[config.mk]
export PLATFORM = sky130hd
export DESIGN_NAME = ahb_lite_master
export DESIGN_NICKNAME = d
export VERILOG_FILES = /design/src/rtl/ahb_lite_master_pkg.sv /design/src/rtl/ahb_addr_gen.sv /design/src/rtl/ahb_lite_master.sv
export SDC_FILE = /design/constraint.sdc
export NUM_CORES = 1
export LEC_CHECK = 0
export BUFFER_PORTS_ARGS = -buffer_cell sky130_fd_sc_hd__buf_2
export CAP_MARGIN = 25
export CORE_MARGIN = 10
export CORE_UTILIZATION = 25
export DETAILED_ROUTE_END_ITERATION = 12
export HOLD_SLACK_MARGIN = 0.1
export PLACE_DENSITY = 0.55
export SETUP_SLACK_MARGIN = 0.15
export SLEW_MARGIN = 10
export SYNTH_ARGS = -nofsm -noshare
export SYNTH_HDL_FRONTEND = slang
export SYNTH_SLANG_ARGS = --single-unit
[constraint.sdc]
create_clock -name clk -period 2.8 [get_ports clk]
set_input_delay 0.56 -clock clk [delete_from_list [all_inputs] [get_ports clk]]
set_output_delay 0.56 -clock clk [all_outputs]
set_load 0.02 [all_outputs]
[src/rtl/ahb_lite_master_pkg.sv]
// ============================================================================
// Package     : ahb_lite_master_pkg
// Description : Shared AHB-Lite encodings and master FSM state type.
// Revision    : 1.0 - initial release
// ============================================================================
`default_nettype none

package ahb_lite_master_pkg;

  typedef enum logic [1:0] {
    HTRANS_IDLE   = 2'd0,
    HTRANS_BUSY   = 2'd1,
    HTRANS_NONSEQ = 2'd2,
    HTRANS_SEQ    = 2'd3
  } htrans_t;

  localparam logic [2:0] HBURST_SINGLE = 3'd0;
  localparam logic [2:0] HBURST_INCR   = 3'd1;

  localparam logic [2:0] HSIZE_BYTE = 3'd0;
  localparam logic [2:0] HSIZE_HALF = 3'd1;
  localparam logic [2:0] HSIZE_WORD = 3'd2;

  typedef enum logic [2:0] {
    ST_IDLE      = 3'd0,
    ST_ADDR      = 3'd1,
    ST_DATA_LAST = 3'd2,
    ST_ERR1      = 3'd3,
    ST_ERR2      = 3'd4
  } mst_state_t;

  // Sizes above a word are not supported on this bus; fold them onto a word.
  function automatic logic [2:0] clamp_size(input logic [2:0] size);
    logic [2:0] res;
    case (size)
      HSIZE_BYTE: res = HSIZE_BYTE;
      HSIZE_HALF: res = HSIZE_HALF;
      default:    res = HSIZE_WORD;
    endcase
    return res;
  endfunction

endpackage

`default_nettype wire

[src/rtl/ahb_addr_gen.sv]
// ============================================================================
// Module      : ahb_addr_gen
// Description : Registered AHB address incrementer with 1 KB boundary flag.
// Revision    : 1.0 - initial release
// ============================================================================
`default_nettype none

module ahb_addr_gen #(
  parameter int ADDR_W = 32
) (
  input  logic              clk,
  input  logic              reset,
  input  logic              load,
  input  logic [ADDR_W-1:0] load_addr,
  input  logic [2:0]        size,
  input  logic              step,
  output logic [ADDR_W-1:0] addr,
  output logic              boundary
);

  logic [ADDR_W-1:0] r_addr;
  logic [ADDR_W-1:0] w_incr;

  assign w_incr = ADDR_W'(1) << size;

  always_ff @(posedge clk or posedge reset) begin
    if (reset) begin
      r_addr <= '0;
    end else if (load) begin
      r_addr <= load_addr;
    end else if (step) begin
      r_addr <= r_addr + w_incr;
    end
  end

  assign addr     = r_addr;
  assign boundary = (r_addr[9:0] == 10'd0);

endmodule

`default_nettype wire

[src/rtl/ahb_lite_master.sv]
// ============================================================================
// Module      : ahb_lite_master
// Description : Single-master AHB-Lite engine turning read/write commands into
//               INCR bursts. Optional HREADY timeout via AHB_MASTER_TIMEOUT_EN.
// Revision    : 1.0 - initial release
// ============================================================================
`default_nettype none

module ahb_lite_master
  import ahb_lite_master_pkg::*;
#(
  parameter int ADDR_W      = 32,
  parameter int DATA_W      = 32,
  parameter int LEN_W       = 5,
  parameter int TIMEOUT_CYC = 64
) (
  input  logic              clk,
  input  logic              reset,
  input  logic              cmd_valid,
  output logic              cmd_ready,
  input  logic              cmd_write,
  input  logic [ADDR_W-1:0] cmd_addr,
  input  logic [2:0]        cmd_size,
  input  logic [LEN_W-1:0]  cmd_len,
  input  logic              wr_valid,
  input  logic [DATA_W-1:0] wr_data,
  output logic              wr_ready,
  output logic              rd_valid,
  output logic [DATA_W-1:0] rd_data,
  output logic              done,
  output logic              err,
  output logic [ADDR_W-1:0] HADDR,
  output logic [1:0]        HTRANS,
  output logic              HWRITE,
  output logic [2:0]        HSIZE,
  output logic [2:0]        HBURST,
  output logic [DATA_W-1:0] HWDATA,
  input  logic [DATA_W-1:0] HRDATA,
  input  logic              HREADY,
  input  logic              HRESP
);

  mst_state_t        r_state;
  mst_state_t        w_next_state;
  htrans_t           w_htrans;

  logic              r_write;
  logic [2:0]        r_size;
  logic [2:0]        r_burst;
  logic [LEN_W-1:0]  r_beats_left;
  logic              r_first;
  logic              r_dphase;
  logic [DATA_W-1:0] r_hwdata;
  logic              r_done;
  logic              r_err;

  logic              w_accept_cmd;
  logic              w_beat_on;
  logic              w_accept_beat;
  logic              w_last_beat;
  logic              w_bus_active;
  logic              w_err_start;
  logic              w_err_end;
  logic              w_timeout;
  logic              w_force_idle;
  logic              w_boundary;

  assign w_bus_active  = (r_state == ST_ADDR) || (r_state == ST_DATA_LAST);
  assign w_accept_cmd  = cmd_valid && cmd_ready;
  assign w_err_start   = w_bus_active && HRESP && !HREADY;
  assign w_err_end     = (r_state == ST_ERR1) && HREADY && HRESP;
  assign w_force_idle  = w_err_start || w_timeout;
  assign w_last_beat   = (r_beats_left == LEN_W'(1));

  // A beat is offered only when write data is present; wr_valid is expected
  // to stay high until wr_ready, so an offered beat is never withdrawn.
  assign w_beat_on     = (r_state == ST_ADDR) && (!r_write || wr_valid) && !w_force_idle;
  assign w_accept_beat = w_beat_on && HREADY;

`ifdef AHB_MASTER_TIMEOUT_EN
  localparam int c_cnt_w = $clog2(TIMEOUT_CYC + 1);

  logic [c_cnt_w-1:0] r_to_cnt;
  logic               w_wait;

  assign w_wait    = w_bus_active && !HREADY && !HRESP;
  assign w_timeout = w_wait && (r_to_cnt == c_cnt_w'(TIMEOUT_CYC - 1));

  always_ff @(posedge clk or posedge reset) begin
    if (reset) begin
      r_to_cnt <= '0;
    end else if (w_wait && !w_timeout) begin
      r_to_cnt <= r_to_cnt + c_cnt_w'(1);
    end else begin
      r_to_cnt <= '0;
    end
  end
`else
  assign w_timeout = 1'b0;
`endif

  ahb_addr_gen #(
    .ADDR_W (ADDR_W)
  ) u_addr_gen (
    .clk       (clk),
    .reset     (reset),
    .load      (w_accept_cmd),
    .load_addr (cmd_addr),
    .size      (r_size),
    .step      (w_accept_beat),
    .addr      (HADDR),
    .boundary  (w_boundary)
  );

  always_ff @(posedge clk or posedge reset) begin
    if (reset) begin
      r_state <= ST_IDLE;
    end else begin
      r_state <= w_next_state;
    end
  end

  always_comb begin
    w_next_state = r_state;
    case (r_state)
      ST_IDLE: begin
        if (w_accept_cmd) w_next_state = ST_ADDR;
      end
      ST_ADDR: begin
        if (w_err_start)                      w_next_state = ST_ERR1;
        else if (w_timeout)                   w_next_state = ST_IDLE;
        else if (w_accept_beat && w_last_beat) w_next_state = ST_DATA_LAST;
      end
      ST_DATA_LAST: begin
        if (w_err_start)           w_next_state = ST_ERR1;
        else if (w_timeout)        w_next_state = ST_IDLE;
        else if (HREADY && !HRESP) w_next_state = ST_IDLE;
      end
      ST_ERR1: begin
        if (w_err_end) w_next_state = ST_ERR2;
      end
      ST_ERR2: begin
        w_next_state = ST_IDLE;
      end
      default: begin
        w_next_state = ST_IDLE;
      end
    endcase
  end

  // First beat and any 1 KB restart must be NONSEQ; idle slots become BUSY
  // once the burst has started.
  always_comb begin
    w_htrans = HTRANS_IDLE;
    if ((r_state == ST_ADDR) && !w_force_idle) begin
      if (w_beat_on) begin
        w_htrans = (r_first || w_boundary) ? HTRANS_NONSEQ : HTRANS_SEQ;
      end else if (!r_first) begin
        w_htrans = HTRANS_BUSY;
      end
    end
  end

  always_ff @(posedge clk or posedge reset) begin
    if (reset) begin
      r_write      <= 1'b0;
      r_size       <= 3'd0;
      r_burst      <= HBURST_SINGLE;
      r_beats_left <= '0;
      r_first      <= 1'b0;
    end else if (w_accept_cmd) begin
      r_write      <= cmd_write;
      r_size       <= clamp_size(cmd_size);
      r_burst      <= (cmd_len <= LEN_W'(1)) ? HBURST_SINGLE : HBURST_INCR;
      r_beats_left <= (cmd_len == '0) ? LEN_W'(1) : cmd_len;
      r_first      <= 1'b1;
    end else if (w_accept_beat) begin
      r_beats_left <= r_beats_left - LEN_W'(1);
      r_first      <= 1'b0;
    end
  end

  always_ff @(posedge clk or posedge reset) begin
    if (reset) begin
      r_dphase <= 1'b0;
      r_hwdata <= '0;
    end else begin
      if (w_force_idle) begin
        r_dphase <= 1'b0;
      end else if (HREADY) begin
        r_dphase <= w_accept_beat;
      end
      if (w_accept_beat && r_write) begin
        r_hwdata <= wr_data;
      end
    end
  end

  always_ff @(posedge clk or posedge reset) begin
    if (reset) begin
      r_done <= 1'b0;
      r_err  <= 1'b0;
    end else begin
      r_done <= ((r_state == ST_DATA_LAST) && HREADY && !HRESP) || w_err_end || w_timeout;
      r_err  <= w_err_end || w_timeout;
    end
  end

  assign cmd_ready = (r_state == ST_IDLE) && !reset;
  assign wr_ready  = w_accept_beat && r_write;
  assign rd_valid  = w_bus_active && r_dphase && !r_write && HREADY && !HRESP;
  assign rd_data   = HRDATA;
  assign done      = r_done;
  assign err       = r_err;
  assign HTRANS    = w_htrans;
  assign HWRITE    = r_write;
  assign HSIZE     = r_size;
  assign HBURST    = r_burst;
  assign HWDATA    = r_hwdata;

endmodule

`default_nettype wire

# Word level (Yosys, flattened, before mapping)
# Cells that the tools add are included.
# word_totals
ff_bits	83
in_bits	111
out_inout_bits	110
wordCells	81
# classes
addsub	2
order_cmp	1
eq_ne	9
n_shift	1
mux	22
reduce_logical	35
# op_table
operator	count
2-to-1 mux 32 bit	2
adder 32 bit	1
left shift 1 x 3 -> 32 bit, first input constant	1
logical AND 1 bit	19
2-to-1 mux 3 bit	6
2-to-1 mux 5 bit	3
one-hot mux 3 bit (4 select lines)	1
logical NOT 10 bit	1
2-to-1 mux 1 bit	7
equality test 3 x 1 -> 1 bit, second input constant	2
equality test 3 x 2 -> 1 bit, second input constant	2
logical NOT 3 bit	2
inequality test 3 x 2 -> 1 bit, second input constant	2
equality test 5 x 1 -> 1 bit, second input constant	1
less-or-equal comparator 5 x 1 -> 1 bit, second input constant	1
logical NOT 1 bit	5
logical NOT 5 bit	1
subtractor 5 x 1 -> 5 bit, second input constant	1
logical OR 1 bit	4
2-to-1 mux 2 bit	2
one-hot mux 2 bit (2 select lines)	1
AND reduction 4 bit	1
nonzero test 2 bit	2
inequality test 2 x 1 -> 1 bit, second input constant	1
inequality test 2 bit, second input constant	1

# Depth between registers and ports, before layout
# Gate-level depths: netlist (run 1).
# depth
depth_word	11
depth_mapped	9

# Modules after synthesis
# A second synthesis (run 1) with hierarchy kept.
# hier_totals
cells_unflattened	481
area_unflattened_um2	4857.2
# by_module_without_submodules
module	instances	cells_per_inst	area_each_um2	seq_area_each_um2
ahb_lite_master	1	202	2481.1	1201.2
ahb_addr_gen	1	279	2376.0	800.8

# Worst setup path before layout (run 1)
# OpenSTA, ideal clock, no wires.
# synth_path
path_kind	register to register
start	register r_size[0] (netlist: HSIZE[0])
end	register u_addr_gen.r_addr[8] (netlist: u_addr_gen.addr[8])
setup_ps	133
arrival_time_ps	2311
slack_ps	356
path_stages_with_launch	10
path_buffers	1
period_less_slack_ps	2444
path_cell_list	dfrtp_1 > nor2_1 > ha_1 > fa_1 > a21o_1 > a21oi_1 > clkbuf_1 > nand3b_1 > xor2_1 > o21ai_0
# synth_between
elab_chain_cells	4
# synth_rtl
element	line_no	source
from (decl)	ahb_lite_master.sv:48	logic [2:0] r_size;
from (signal assigned)	ahb_lite_master.sv:173	r_size <= clamp_size(cmd_size);
left shift 1 x 3 -> 32 bit	ahb_addr_gen.sv:24	assign w_incr = ADDR_W'(1) << size;
adder 32 bit	ahb_addr_gen.sv:32	r_addr <= r_addr + w_incr;
2-to-1 mux 32 bit	ahb_addr_gen.sv:31	end else if (step) begin
2-to-1 mux 32 bit	ahb_addr_gen.sv:29	end else if (load) begin
to (signal assigned)	ahb_addr_gen.sv:30	r_addr <= load_addr;
to (signal assigned)	ahb_addr_gen.sv:32	
to (decl)	ahb_addr_gen.sv:21	logic [ADDR_W-1:0] r_addr;
# Every way passes these cells. The select of a mux whose other input is x is not followed.
# A chain may end at the register's enable or synchronous reset.

# Final worst setup path (run 1)
# layout_path
start	register r_write (netlist: HWRITE)
end	output port HTRANS[0]
# layout_between
elab_chain_cells	6
# layout_rtl
element	line_no	source
from (decl)	ahb_lite_master.sv:47	logic r_write;
from (signal assigned)	ahb_lite_master.sv:172	r_write <= cmd_write;
logical NOT 1 bit	ahb_lite_master.sv:77	assign w_beat_on = (r_state == ST_ADDR) && (!r_write || wr_valid) && !w_force_idle;
logical OR 1 bit	ahb_lite_master.sv:77	
logical AND 1 bit (2 in a row)	ahb_lite_master.sv:77	
2-to-1 mux 2 bit	ahb_lite_master.sv:156	if (w_beat_on) begin
2-to-1 mux 2 bit	ahb_lite_master.sv:155	if ((r_state == ST_ADDR) && !w_force_idle) begin
to (decl)	ahb_lite_master.sv:33	output logic [1:0] HTRANS,
# Every way passes these cells.

==> summary.md, run 1 <==
| Metric | Value |
|---|---|
| Status | `finished, final reports clean` |
| Pin count of the biggest net entering global routing | `54` |
| P_int | `roughly 3.7 mW` |
| Remaining max-slew budget at the tightest pin | `around 65%` |
| Sequential area share after synthesis | `a little under half` |
| Total inserted antenna cells | `0` |
| R2r setup slk | `0.50 ns` |
| Number of design rule violations left after detail routing | `0` |
| Switch Pwr | `~2.6 mW` |
| Chain of cells forming the critical path | `nor2b_1 > nor4_1 > a211oi_1 > buf_2` |
| Leakage | `2.49 nW` |
| Routed length per placed instance | `about 17 um` |
| Max-cap violation count | `0` |
| Combinational share of power | `between 40% and 50%` |
| Fill cell total of the finished layout | `around 1.8k` |
| Synthesized area divided by synthesized cell count | `~10 sq um` |
| TritonCTS clock tree | `done` |
| Switching part of the total | `around two fifths` |
| Classification of the worst-slack hold path | `input port to async pin` |
| Nets | `between 600 and 700` |
| Highest attainable clock frequency | `between 400 and 500 MHz` |
| Global-route wire length before repair | `approximately 20000 um` |
| Reg-to-Reg End | `u_addr_gen.addr[29]` |
| Crit path launch type | `flop` |
| Vias post-DR | `3511` |
| CP max stage cell | `sky130_fd_sc_hd__nor2b_1` |
| GRT Total Usage | `between 10% and 20%` |
| Area of combinational cells with multiple inputs | `between 1500 and 2000 sq um` |
| Sum of negative setup slack | `0 ns` |
| Async S/R FF share, synth | `100%` |
| Post-Layout Inst Area | `5380 sq um` |
| Width of the die | `approximately 150 um` |
| Number of antenna violations at the first check in global routing | `0` |
| Maximum level of the CTS H-tree | `3` |
| Count of hold-fix buffers inserted at cts | `0` |
| Share of total power in sequential cells | `35.2%` |
| Register bit count reported by yosys | `80` |
| Peak fanout along the critical path | `6` |
| Die Footprint | `22600 sq um` |
| FF-to-FF path depth | `5` |
| Endpoints failing hold | `0` |
| Crit Reg-Reg Startpoint | `r_state[1]` |
| Per-cell via count in the routed design | `between 4 and 5` |
| Setup repair after global routing missed its margin | `false` |
| Biggest area consumer among synthesized cells | `sky130_fd_sc_hd__dfrtp_1` |
| Area delta synth->final | `26.8%` |
| Setup slack after layout | `between 0.3 and 0.4 ns` |
| Power Dens Cells | `around 1200 nW/um^2` |
| Io pins | `approximately 220` |
| Count of buffers from port buffering | `~150` |
| Required time worst endpoint | `roughly 2.2 ns` |
| DRT iter0 DRCs | `just under 90` |
| Slew of the pin with the lowest slew margin | `around 0.52 ns` |
| Dpl hpwl | `between 9000 and 10000 um` |
| Core area | `16600 sq um` |
| Post-synth EDFFs | `0` |
| Inserted Clock Buffers | `9` |
| Maximum resistive drop on vdd | `0.365 mV` |
| Setup repair bufs after CTS | `0` |
| Post-place setup slack | `around 0.39 ns` |
| Standard cell area after detailed placement | `~5000 sq um` |
| Clock latency of the later-clocked register in the worst-skew pair | `0.34 ns` |
| Max Slew Vio Count | `0` |
| Time the worst path needs with I/O delays and setup | `~2.5 ns` |
| Data arrival, critical path | `around 1.9 ns` |
| Commonest non-fill, non-tap cells in the layout | `sky130_fd_sc_hd__buf_2 (153), sky130_fd_sc_hd__dfrtp_1 (80), sky130_fd_sc_hd__nand2_1 (43), sky130_fd_sc_hd__mux2_2 (33), sky130_fd_sc_hd__nor2_1 (31)` |
| Setup skew after layout | `approximately 0.0073 ns` |
| Top area cells in the synthesized netlist | `sky130_fd_sc_hd__dfrtp_1 (47%), sky130_fd_sc_hd__mux2_2 (8.8%), sky130_fd_sc_hd__buf_4 (6.2%), sky130_fd_sc_hd__xnor2_1 (4.7%), sky130_fd_sc_hd__nand2_1 (3.8%)` |
| Sink Count | `80` |
| Clock root buffer master | `sky130_fd_sc_hd__clkbuf_16` |
| Fraction of the cycle the final worst path needs | `between 80% and 90%` |
| Final number of setup-violating endpoints | `0` |
| Startpoint-to-endpoint class of the critical path | `flop to primary output` |
| Sequential Area | `2000 sq um` |
| Share of layout cells above drive strength 1 | `between 40% and 50%` |
| Die height | `roughly 150 um` |
| Routability Congestion | `0.799` |
| Antenna viol nets, final | `0` |
| Mapped Cells | `roughly 420` |
| Post-CTS Resized | `0` |
| Proportion of power drawn by the clock network | `21.1%` |
| Aggregate routed wire length | `12800 um` |
| Top_reg_cell synth | `sky130_fd_sc_hd__dfrtp_1` |
| CP endpoint kind | `primary output` |
| Maximum single-stage delay on the critical path | `about 0.45 ns` |
| Synth Warn # | `0` |
| Via count of the first global-routing pass | `around 3.8k` |
| Starting utilization of the core area | `around a quarter` |
| Reg clk slew, reported paths | `around 0.060 ns` |
| Distinct cell type count of the synthesized netlist | `50` |
| Most common library cell in the layout ignoring fill and taps | `sky130_fd_sc_hd__buf_2` |
| Number of detailed-routing iterations run before antenna repair | `5` |
| Maximum buffer depth of the clock tree | `2` |
| Row cnt | `47` |
| Syn Std Cell Area | `4250 sq um` |
| Fraction of synthesized cell area taken by the top area cell type | `a little under half` |
| Global route total overflow | `0` |
==> registers in the layout, indices dropped and copies added, names as in the netlist <==
signal,cells
HBURST,1
err,1
HWDATA,32
HSIZE,2
HWRITE,1
r_beats_left,5
done,1
r_dphase,1
r_first,1
r_state,3
u_addr_gen.addr,32
==> cells by family (layout without fill, tap and decap cells) <==
group	after synthesis	count (layout)	synth area share (%)
AOI/OAI and AO/OA	61	61	8.49
and+or+nand+nor	148	148	18.5
adders and majority gates	7	7	2.24
muxes	33	33	8.75
other	1	3	0.0883
buffers and inverters	64	189	8.99
xor gates and xnor gates	28	28	5.77
DFF	80	80	47.1
==> worst max-delay path, delay by kind of cell, from the launching register on <==
kind	cells	cell delay [ns]
simple gates	2	0.56
flops	1	0.42
buf+inv	1	0.25
compound gates	1	0.37
==> layer usage <==
metal | GRT usage [%] | share of wire, % | routed length [um]
met1 | 12.9 | 41 | 5260
met2 | 19.1 | 50 | 6420
met3 | 3.06 | 6.5 | 829
met4 | 4.57 | 1.9 | 248
met5 | 0 | 0 | 0
==> worst max-delay path by stage <==
stage	depth (start not counted)	startpoint	endpoint	slack, ns
after floorplan	1	reset	HBURST[0]	0.19
after global placement	6	HREADY	u_addr_gen.addr[29]	0.42
after detailed placement	6	HREADY	u_addr_gen.addr[29]	0.39
after CTS	4	u_addr_gen.addr[5]	HTRANS[0]	0.25
after global routing	4	HWRITE	HTRANS[0]	0.15
final	4	HWRITE	HTRANS[0]	0.30
==> cell usage after synthesis, drive strengths merged, types with 4 or more instances <==
cell type	n
dfrtp	80
nand2	43
buf	42
mux2	33
nor2	31
o21ai	25
xnor2	23
a21oi	18
nor3	14
clkbuf	13
nor4	11
inv	9
nand3	8
ha	6
and3	5
nand4	5
xor2	5
nor4b	4
==> power groups by stage <==
stage / Clock, mW / Sequential [mW] / Combinational [mW]
after global placement: 0 / 2.19 / 2.73
after global routing: 1.41 / 2.30 / 3.00
after floorplan: 0 / 2.69 / 1.32
after CTS: 1.37 / 2.20 / 2.79
after detailed placement: 0 / 2.22 / 2.79
final: 1.32 / 2.20 / 2.73
==> per-stage QoR <==
step	power, mW	instances	hold slack (ns)	util (%)
2_1_floorplan	4.02	424	0.468	-
3_3_place_gp	4.92	755	0.475	30.4
3_5_place_dp	5.00	755	0.475	30.4
4_1_cts	6.36	769	0.257	32.3
5_1_grt	6.71	769	0.296	32.3
6_report	6.25	769	0.252	32.3
==> cell type report <==
class	instances	share of cell area, %
flip-flops and latches	80	37.2
repair buffers	166	16.3
multi-input cells	280	34.8
clock buffers	10	4.25
inverters	9	0.651
well taps	220	5.11
clock inverters	4	1.77
No activity file was read; power rests on OpenSTA's default activity.
==> run 2: changes to the inputs <==
ABC_AREA = 1   (was not set)
ABC_CLOCK_PERIOD_IN_PS = 2800   (was not set)
PLACE_DENSITY = 0.53   (was 0.55)
==> run 2 against run 1 <==
Non-clock buffer count down 6. Sequential share of layout area down 4.3 points. Final cell count rose by 43%. Synthesized cell count increased by 70%. Die area rose by 16%. Total power rose by 7.4%. Wire length is 31% higher. Clock power shrank 8%. Critical path depth is 1 higher. Critical path type unchanged. Largest power group unchanged.
==> summary.md, run 2 <==
| Metric | Value |
|---|---|
| Status | `finished, final reports clean` |
| Mapped Cells | `between 700 and 800` |
| P_int | `roughly 3.4 mW` |
| Per-cell via count in the routed design | `approximately 4.3` |
| Sum of negative setup slack | `0 ns` |
| Highest attainable clock frequency | `417 MHz` |
| Post-place setup slack | `~0.56 ns` |
| Async S/R FF share, synth | `100%` |
| Setup slack after layout | `0.405 ns` |
| Number of antenna violations at the first check in global routing | `1` |
| Setup repair bufs after CTS | `0` |
| Syn Std Cell Area | `between 5000 and 6000 sq um` |
| Reg clk slew, reported paths | `about 0.06 ns` |
| Share of layout cells above drive strength 1 | `25.1%` |
| Antenna viol nets, final | `0` |
| Maximum buffer depth of the clock tree | `2` |
| Leading cell type by number of instances after synthesis | `sky130_fd_sc_hd__nand2_1` |
| Worst hold slack after final layout | `0.323 ns` |
| Routability Congestion | `about 0.85` |
| Inserted Clock Buffers | `9` |
| Core area | `between 15000 and 20000 sq um` |
| Max Slew Vio Count | `0` |
| Switch Pwr | `approximately 3.3 mW` |
| Area delta synth->final | `21.0%` |
| Register bit count reported by yosys | `80` |
| Top delay family on crit path | `simple AND/OR/NAND/NOR gates` |
| Sink Count | `80` |
| Proportion of power drawn by the clock network | `~18%` |
| Slew of the pin with the lowest slew margin | `about 0.67 ns` |
| Chain of cells forming the critical path | `nor4_1 > nand3_1 > o21ai_0 > nor2_1 > buf_2` |
| R2r setup slk | `about 0.57 ns` |
| M1 WL | `7240 um` |
| Length of routed met3 wiring | `approximately 1800 um` |
| Highest metal layer with signal wires | `met5` |
| Commonest non-fill, non-tap cells in the layout | `sky130_fd_sc_hd__nand2_1 (291), sky130_fd_sc_hd__buf_2 (153), sky130_fd_sc_hd__dfrtp_1 (80), sky130_fd_sc_hd__nor2_1 (74), sky130_fd_sc_hd__inv_1 (55)` |
| Maximum single-stage delay on the critical path | `approximately 0.44 ns` |
| Count of hold-fix buffers inserted at cts | `0` |
| Starting utilization of the core area | `roughly 26%` |
| Distinct cell type count of the synthesized netlist | `43` |
| Fraction of synthesized cell area taken by the top area cell type | `just under 40%` |
| DRT iter0 DRCs | `around 220` |
| Top_reg_cell synth | `sky130_fd_sc_hd__dfrtp_1` |
| Sum of met2 wire segment lengths after detailed routing | `about 7300 um` |
| Vias post-DR | `~4.8k` |
| Number of instances in the placed design | `1086` |
| Synthesized area divided by synthesized cell count | `~7 sq um` |
| Top cells by count, synth | `sky130_fd_sc_hd__nand2_1 (291), sky130_fd_sc_hd__dfrtp_1 (80), sky130_fd_sc_hd__nor2_1 (74), sky130_fd_sc_hd__inv_1 (56), sky130_fd_sc_hd__nand3_1 (45)` |
| CP endpoint kind | `primary output` |
| Number of design rule violations left after detail routing | `0` |
| Sequential area share after synthesis | `39.8%` |
| Total chip power | `around 6.7 mW` |
| Post-synth EDFFs | `0` |
| Leakage | `about 3.3 nW` |
| Data arrival, critical path | `1.84 ns` |
| Power Dens Cells | `approximately 1100 nW/um^2` |
| Endpoints failing hold | `0` |
| Setup repair after global routing missed its margin | `false` |
| Aggregate routed wire length | `16700 um` |
| Max-cap violation count | `0` |
| Post-CTS Resized | `0` |
| Maximum resistive drop on vdd | `roughly 0.43 mV` |
| Most common library cell in the layout ignoring fill and taps | `sky130_fd_sc_hd__nand2_1` |
| Pin count of the biggest net entering global routing | `49` |
| Crit path launch type | `flop` |
| Reg-to-Reg End | `u_addr_gen.addr[28]` |
| Dpl hpwl | `12700 um` |
| Global-route wire length before repair | `26600 um` |
| Clock latency of the later-clocked register in the worst-skew pair | `0.34 ns` |
| Peak fanout along the critical path | `5` |
| Number of detailed-routing iterations run before antenna repair | `6` |
| FF-to-FF path depth | `13` |
| Via count of the first global-routing pass | `slightly below 5k` |
| Critical path buffer and inverter count | `1` |
| CP max stage cell | `sky130_fd_sc_hd__dfrtp_1` |
| Switching part of the total | `just under 50%` |
| Crit Reg-Reg Startpoint | `HSIZE[0]` |
| Biggest area consumer among synthesized cells | `sky130_fd_sc_hd__dfrtp_1` |
| Classification of the worst-slack hold path | `input port to async pin` |
| Die height | `~160 um` |
| Row cnt | `approximately 50` |
| Die Footprint | `26200 sq um` |
| Count of non-filler cells in the finished layout | `between 1k and 1.5k` |
| Io pins | `around 220` |
| TritonCTS clock tree | `done` |
| Share of total power in sequential cells | `32.3%` |
| Total inserted antenna cells | `0` |
| Count of buffers from port buffering | `153` |
| Combinational share of power | `49.6%` |
| Synth Warn # | `0` |
| Fraction of the cycle the final worst path needs | `about 86%` |
| Required time worst endpoint | `around 2.2 ns` |
| GRT Total Usage | `approximately an eighth` |
| Setup skew after layout | `0.00654 ns` |
| Final number of setup-violating endpoints | `0` |
| Top area cells in the synthesized netlist | `sky130_fd_sc_hd__dfrtp_1 (40%), sky130_fd_sc_hd__nand2_1 (22%), sky130_fd_sc_hd__buf_4 (5.7%), sky130_fd_sc_hd__nor2_1 (5.5%), sky130_fd_sc_hd__nand3_1 (4.5%)` |
| Width of the die | `approximately 160 um` |
| Maximum level of the CTS H-tree | `3` |
| Clock root buffer master | `sky130_fd_sc_hd__clkbuf_16` |
| Fill cell total of the finished layout | `between 2k and 2.5k` |
| Startpoint-to-endpoint class of the critical path | `flop to primary output` |
| Global route total overflow | `0` |
| Time the worst path needs with I/O delays and setup | `between 2 and 2.5 ns` |
| Remaining max-slew budget at the tightest pin | `between 50 and 60%` |
| Nets | `950` |
| Routed length per placed instance | `approximately 15 um` |
run 2: worst max path at each step:
stage	from	to	cells past startpoint
3_3_place_gp	HSIZE[0]	u_addr_gen.addr[28]	13
2_1_floorplan	reset	HBURST[0]	1
6_report	u_addr_gen.addr[1]	HTRANS[0]	5
5_1_grt	HSIZE[0]	u_addr_gen.addr[28]	13
3_5_place_dp	HSIZE[0]	u_addr_gen.addr[28]	13
4_1_cts	u_addr_gen.addr[1]	HTRANS[0]	5
run 2: final cells by class:
cell class              instances  area [sq um]  area share (%)
clock inverters                 7          71.3            1.17
clock buffers                   9           225            3.70
multi-input cells             515          2370            38.9
repair buffers                160           843            13.8
well taps                     265           332            5.44
flip-flops and latches         80          2000            32.9
inverters                      66           249            4.09
run 2: kinds of logic after synthesis:
group,synth area share [%]
other,0.0745
adders and majority gates,1.89
xor gates and xnor gates,1.04
buffers and inverters,13.3
and+or+nand+nor,37.5
AOI/OAI and AO/OA,6.44
DFF,39.8
run 2: through the flow:
stage | utilization (%) | cell area [sq um]
3_3_place_gp | 29.5 | 5790
2_1_floorplan | - | 5040
4_1_cts | 31.0 | 6090
5_1_grt | 31.0 | 6090
6_report | 31.0 | 6090
3_5_place_dp | 29.5 | 5790
run 2: routing by layer:
layer | up-vias | global-route usage (%)
met1 | 2122 | 15.9
li1 | 2430 | -
met3 | 22 | 5.38
met5 | - | 0
met2 | 187 | 19.2
met4 | 2 | 4.01
run 2: power groups by stage:
stage          clock network, mW  registers, mW  logic, mW
3_3_place_gp                   0           2.18       3.37
6_report                    1.21           2.17       3.33
2_1_floorplan                  0           2.59       1.92
5_1_grt                     1.30           2.25       3.79
3_5_place_dp                   0           2.17       3.40
4_1_cts                     1.25           2.17       3.40
run 2: worst reg2reg max path: cells and delay by family, from the launching register on:
family | cells | cell delay, ns
AO/OA/AOI/OAI | 1 | 0.05
adder cells (fa/ha/maj) | 2 | 0.42
buffers and inverters | 1 | 0.06
flip-flops | 1 | 0.41
AND/OR/NAND/NOR | 9 | 1.15
